$ cat src/rtl/seven_seg_pkg.sv
// Segment patterns and digit/segment types shared by the detection counter and detector displays.
// Patterns are 7-bit active-low g..a; polarity and decimal point are added by seg_apply_polarity.
package seven_seg_pkg;

    typedef logic [3:0] bcd_t;
    typedef logic [7:0] seg_t;

    localparam logic [6:0] SEG_0     = 7'b1000000;
    localparam logic [6:0] SEG_1     = 7'b1111001;
    localparam logic [6:0] SEG_2     = 7'b0100100;
    localparam logic [6:0] SEG_3     = 7'b0110000;
    localparam logic [6:0] SEG_4     = 7'b0011001;
    localparam logic [6:0] SEG_5     = 7'b0010010;
    localparam logic [6:0] SEG_6     = 7'b0000010;
    localparam logic [6:0] SEG_7     = 7'b1111000;
    localparam logic [6:0] SEG_8     = 7'b0000000;
    localparam logic [6:0] SEG_9     = 7'b0010000;
    localparam logic [6:0] SEG_BLANK = 7'b1111111;
    localparam logic [6:0] SEG_ERR   = 7'b0000110;

    // Decimal point is always off; inversion covers all 8 bits, dp included.
    function automatic seg_t seg_apply_polarity(input logic [6:0] pattern, input bit active_low);
        seg_t raw;
        raw = {1'b1, pattern};
        return active_low ? raw : ~raw;
    endfunction

endpackage

$ cat src/rtl/seg7_encoder.sv
// Purpose: BCD digit (or blank) to 8-bit segment pattern with selectable polarity.
// Latency: combinational; the parent registers the output.
// Backpressure: none, pure function of its inputs.
module seg7_encoder
    import seven_seg_pkg::*;
#(
    parameter bit SEG_ACTIVE_LOW = 1'b1
) (
    input  bcd_t digit,
    input  logic blank,
    output seg_t seg
);

    logic [6:0] pattern;

    always_comb begin
        pattern = SEG_ERR;
        if (blank) begin
            pattern = SEG_BLANK;
        end else begin
            case (digit)
                4'd0:    pattern = SEG_0;
                4'd1:    pattern = SEG_1;
                4'd2:    pattern = SEG_2;
                4'd3:    pattern = SEG_3;
                4'd4:    pattern = SEG_4;
                4'd5:    pattern = SEG_5;
                4'd6:    pattern = SEG_6;
                4'd7:    pattern = SEG_7;
                4'd8:    pattern = SEG_8;
                4'd9:    pattern = SEG_9;
                default: pattern = SEG_ERR;
            endcase
        end
    end

    assign seg = seg_apply_polarity(pattern, SEG_ACTIVE_LOW);

endmodule

$ cat src/rtl/detect_count_display.sv
// Purpose: two-digit BCD count of detector strobes with 7-segment drive; DETECT_COUNT_SATURATE_EN holds at 99.
// Latency: count_bcd/ovf update at the strobe edge, disp0/disp1 one edge later.
// Backpressure: none; z is consumed as a level every cycle, clr > ena&&z > hold.
module detect_count_display
    import seven_seg_pkg::*;
#(
    parameter bit SEG_ACTIVE_LOW = 1'b1,
    parameter bit BLANK_LEADING  = 1'b1
) (
    input  logic       clk,
    input  logic       rst,
    input  logic       ena,
    input  logic       clr,
    input  logic       z,
    output logic [7:0] disp0,
    output logic [7:0] disp1,
    output logic [7:0] count_bcd,
    output logic       ovf
);

    localparam seg_t DISP0_RST = seg_apply_polarity(SEG_0, SEG_ACTIVE_LOW);
    localparam seg_t DISP1_RST = seg_apply_polarity(BLANK_LEADING ? SEG_BLANK : SEG_0,
                                                    SEG_ACTIVE_LOW);

    bcd_t ones, tens, ones_nxt, tens_nxt;
    logic ovf_q, ovf_nxt;
    seg_t seg0, seg1, disp0_q, disp1_q;

    always_comb begin
        ones_nxt = ones;
        tens_nxt = tens;
        ovf_nxt  = ovf_q;
        if (clr) begin
            ones_nxt = 4'd0;
            tens_nxt = 4'd0;
            ovf_nxt  = 1'b0;
        end else if (ena && z) begin
            if (ones < 4'd9) begin
                ones_nxt = ones + 4'd1;
            end else if (tens < 4'd9) begin
                ones_nxt = 4'd0;
                tens_nxt = tens + 4'd1;
            end else begin
`ifdef DETECT_COUNT_SATURATE_EN
                ovf_nxt  = 1'b1;
`else
                ones_nxt = 4'd0;
                tens_nxt = 4'd0;
                ovf_nxt  = 1'b1;
`endif
            end
        end
    end

    seg7_encoder #(.SEG_ACTIVE_LOW(SEG_ACTIVE_LOW)) u_enc_ones (
        .digit (ones),
        .blank (1'b0),
        .seg   (seg0)
    );

    seg7_encoder #(.SEG_ACTIVE_LOW(SEG_ACTIVE_LOW)) u_enc_tens (
        .digit (tens),
        .blank (BLANK_LEADING && (tens == 4'd0)),
        .seg   (seg1)
    );

    // Display registers load reset patterns directly so no stale digit survives a reset.
    always_ff @(posedge clk) begin
        if (!rst) begin
            ones    <= 4'd0;
            tens    <= 4'd0;
            ovf_q   <= 1'b0;
            disp0_q <= DISP0_RST;
            disp1_q <= DISP1_RST;
        end else begin
            ones    <= ones_nxt;
            tens    <= tens_nxt;
            ovf_q   <= ovf_nxt;
            disp0_q <= seg0;
            disp1_q <= seg1;
        end
    end

    assign count_bcd = {tens, ones};
    assign ovf       = ovf_q;
    assign disp0     = disp0_q;
    assign disp1     = disp1_q;

endmodule

$ cat config.mk
export PLATFORM = sky130hd
export DESIGN_NAME = detect_count_display
export DESIGN_NICKNAME = d
export VERILOG_FILES = /design/src/rtl/seven_seg_pkg.sv /design/src/rtl/seg7_encoder.sv /design/src/rtl/detect_count_display.sv
export SDC_FILE = /design/constraint.sdc
export NUM_CORES = 1
export LEC_CHECK = 0
export CAP_MARGIN = 20
export CORE_MARGIN = 2
export CORE_UTILIZATION = 47
export DETAILED_ROUTE_END_ITERATION = 8
export GPL_ROUTABILITY_DRIVEN = 1
export PLACE_DENSITY = 0.75
export SETUP_SLACK_MARGIN = 0.15
export SYNTH_ARGS = -nofsm -noshare
export SYNTH_HDL_FRONTEND = slang
export SYNTH_SLANG_ARGS = --single-unit
$ cat constraint.sdc
create_clock -name clk -period 1.8 [get_ports clk]
set_input_delay 0.18 -clock clk [delete_from_list [all_inputs] [get_ports clk]]
set_output_delay 0.18 -clock clk [all_outputs]
set_load 0.03 [all_outputs]
==> results_dict.tcl <==
set metrics [dict create \
    ys_ff_latch 23 \
    path_clk_slew_ps 120 \
    rr_worst_depth 5 \
    cp.arrival_ps 1390 \
    areaGrowthSynthToFinish_pct 29.06 \
    nFillCells 212 \
    sw_frac_of_total_pct 22.76 \
    syn_area_per_cell_sq_um 8.846 \
    final_hold_viol_count 0 \
    fin_skew_ps 4.243 \
    grt_usage_pct 16.97 \
    start_kind "flop" \
    rsz0062_at_grt "false" \
    grt-ovfl-total 0 \
    ir_drop_v 0.0003151 \
    instances_no_fill 185 \
    p_seq_share_pct 63.7 \
    slowest_stage "clkdlybuf4s50_1" \
    seqCellArea_sq_um 464.2 \
    max_cap_violations 0 \
    fin_nets 173 \
    required_ps 1620 \
    period_minus_slack_ps 1575 \
    hp-start "ovf$_SDFFE_PP0P_" \
    syn_area_sq_um 1132 \
    cts_max_level 1 \
    core-area_sq_um 2255 \
    grt_pass1_vias 821 \
    power_density_nw_per_um2 553.0 \
    cts-root-buf "clkbuf_4" \
    drt_iter0_drc 11 \
    final.setup.tns_ps 0 \
    numCtsBuffers 3 \
    io_buffers 27 \
    holdCritPathClass "reg -> reg" \
    max_stage_delay_ps 690 \
    switchingPower_mw 0.1839 \
    outcome "finished clean" \
    crit_type "reg -> out" \
    fp-row-count 17 \
    post-dp-hpwl_um 1676 \
    cts_max_path_buffers 2 \
    setup_viol 0 \
    cts_sinks 23 \
    crit_path_max_fanout 4 \
    n_antenna_cell 0 \
    p_clk_share_pct 28.9 \
    via_per_inst 5.395 \
    synthCells 128 \
    path_delay_family "buffers and inverters" \
    gp_congestion 0.8273 \
    r2r_start "tens[0]$_SDFFE_PP0P_" \
    power.internal_mw 0.6242 \
    fp.dieH_um 53.09 \
    leakage_nw 0.5878 \
    grt_start_max_net_pins 14 \
    timing.rr.end "disp1[4]$_SDFF_PP1_" \
    grt_pass1_wl_um 3581 \
    ant_nets 0 \
    dieArea_sq_um 2818 \
    synth.distinct_cells 36 \
    initial_core_util_pct 50.22 \
    multiInputGateArea_sq_um 604.3 \
    ys_seq_area_share_pct 40.66 \
    die_x_um 53.09 \
    drt_wl_total_um 2205 \
    pwr-share-comb_pct 7.5 \
    cp-end-kind "primary output" \
    path_cells "clkdlybuf4s50_1" \
    crit_buf_inv 1 \
    wl_per_cell_um 11.92 \
    yosysWarningCount 0 \
    drtPass1Iterations 4 \
    cts_tree "yes" \
    final_layout_size_suffix_gt1_share_pct 7.643 \
    timing.final.crit_share_pct 87.48 \
    fmax_mhz 635.0 \
    insertion_delay_ps 310 \
    maxSlewViolCount 0 \
    vias 998 \
    holdPathEnd "ovf$_SDFFE_PP0P_" \
    cts_setup_buffers 0 \
    reg2reg_slack_ps 240 \
    ios 30 \
    drcViolationCount 0 \
    holdPathStages 2 \
    antenna_found_initial 0 \
    post-place-cells 181 \
]
## sequential cells by signal, indices dropped and copies added, names as in the netlist
| name | cells |
|---|---|
| tens | 4 |
| disp1 | 7 |
| ovf | 1 |
| disp0 | 7 |
| ones | 4 |
## how the worst max path moves through the flow
stage / end / from / slack (ps) / cells past startpoint
3_5_place_dp: disp1[4]$_SDFF_PP1_ / tens[1]$_SDFFE_PP0P_ / 260 / 5
5_1_grt: count_bcd[3] / ones[3]$_SDFFE_PP0P_ / 150 / 1
2_1_floorplan: disp1[4]$_SDFF_PP1_ / tens[1]$_SDFFE_PP0P_ / 150 / 5
6_report: count_bcd[3] / ones[3]$_SDFFE_PP0P_ / 230 / 1
4_1_cts: count_bcd[4] / tens[0]$_SDFFE_PP0P_ / 170 / 1
3_3_place_gp: tens[2]$_SDFFE_PP0P_ / ena / 310 / 4
## layout make-up
class | instances | area share (%)
clock buffer | 4 | 1.798
sequential | 23 | 31.76
tap | 28 | 2.397
multi-input combinational | 92 | 41.35
timing repair buffer | 32 | 21.15
inverter | 6 | 1.541
## power groups by stage
| stage | clock [mW] | combinational [mW] | sequential, mW |
|---|---|---|---|
| 5_1_grt | 0.270 | 0.0651 | 0.515 |
| 6_report | 0.234 | 0.0602 | 0.514 |
| 2_1_floorplan | 0 | 0.0329 | 0.532 |
| 3_3_place_gp | 0 | 0.0591 | 0.526 |
| 4_1_cts | 0.241 | 0.0604 | 0.515 |
| 3_5_place_dp | 0 | 0.0601 | 0.526 |
## stage by stage
| step | hold WS, ps | instance area (sq um) | worst slack (ps) | power (mW) | utilization (%) |
|---|---|---|---|---|---|
| 2_1_floorplan | 333.8 | 1139 | 150.1 | 0.5652 | - |
| 3_3_place_gp | 436.1 | 1433 | 314.8 | 0.5849 | 63.54 |
| 3_5_place_dp | 446.4 | 1433 | 257.8 | 0.5860 | 63.54 |
| 4_1_cts | 481.4 | 1455 | 166.6 | 0.8160 | 64.54 |
| 5_1_grt | 490.0 | 1461 | 150.4 | 0.8502 | 64.82 |
| 6_report | 485.4 | 1461 | 225.3 | 0.8081 | 64.82 |
## cells in the mapped netlist
cell | count | area share [%]
or2b_1 | 1 | 0.66
o31ai_1 | 1 | 0.66
mux2i_1 | 2 | 1.8
o211ai_1 | 1 | 0.66
nor3_1 | 7 | 3.1
a21oi_1 | 8 | 3.5
clkbuf_1 | 2 | 0.66
buf_4 | 2 | 1.3
and3_1 | 2 | 1.1
nand2b_1 | 4 | 2.2
o21bai_1 | 1 | 0.66
nand3_1 | 2 | 0.88
nor3b_1 | 2 | 1.3
a211oi_1 | 1 | 0.66
nor2b_1 | 4 | 2.2
buf_2 | 3 | 1.3
nor2_1 | 8 | 2.7
xnor2_1 | 1 | 0.77
a31oi_1 | 1 | 0.55
buf_6 | 1 | 0.99
or4_1 | 1 | 0.66
o41ai_1 | 2 | 1.5
or3_1 | 1 | 0.55
o311ai_0 | 2 | 1.5
conb_1 | 1 | 0.33
o2111ai_1 | 2 | 1.5
xor2_1 | 1 | 0.77
o21a_1 | 1 | 0.66
o32ai_1 | 1 | 0.77
o21ai_0 | 11 | 4.9
ha_1 | 10 | 11
nand2_1 | 9 | 3.0
inv_1 | 6 | 2.0
dfxtp_1 | 23 | 41
a21boi_0 | 2 | 1.3
mux2_2 | 1 | 0.99
## repair_timing
| item | 4_1_cts | 5_1_grt |
|---|---|---|
| resized for setup | 3 | 3 |
| setup endpoints to repair | 3 | 3 |
| hold buffers | 0 | 0 |
## layout by cell type (no fill, tap or decap), drive strengths merged, types with 3 or more instances in the layout
cell type / count
nor2: 8
a21oi: 8
ha: 10
o21ai: 11
dfxtp: 23
nand2b: 4
clkbuf: 4
clkdlybuf4s50: 22
dlygate4sd2: 3
nor2b: 4
inv: 6
nor3: 7
buf: 5
nand2: 9
## logic make-up (layout without fill, tap and decap cells)
kind of cell             count (synthesis)  count (layout)  synth area share (%)
buffers and inverters                   14              42                 6.298
AND/OR/NAND/NOR                         41              41                 18.34
adder cells (fa/ha/maj)                 10              10                 11.05
multiplexers                             3               3                 2.762
other                                    1               2                0.3312
AO/OA/AOI/OAI                           34              34                 19.01
XOR/XNOR                                 2               2                 1.547
flip-flops                              23              23                 40.66
## metal layers
| layer | track usage, % | wire (um) | vias up |
|---|---|---|---|
| li1 | - | - | 506 |
| met1 | 22.09 | 1082 | 458 |
| met2 | 27.92 | 984 | 31 |
| met3 | 3.955 | 117 | 3 |
| met4 | 4.701 | 20 | 0 |
| met5 | 0 | 0 | - |
(Power assumes the default switching activity.)
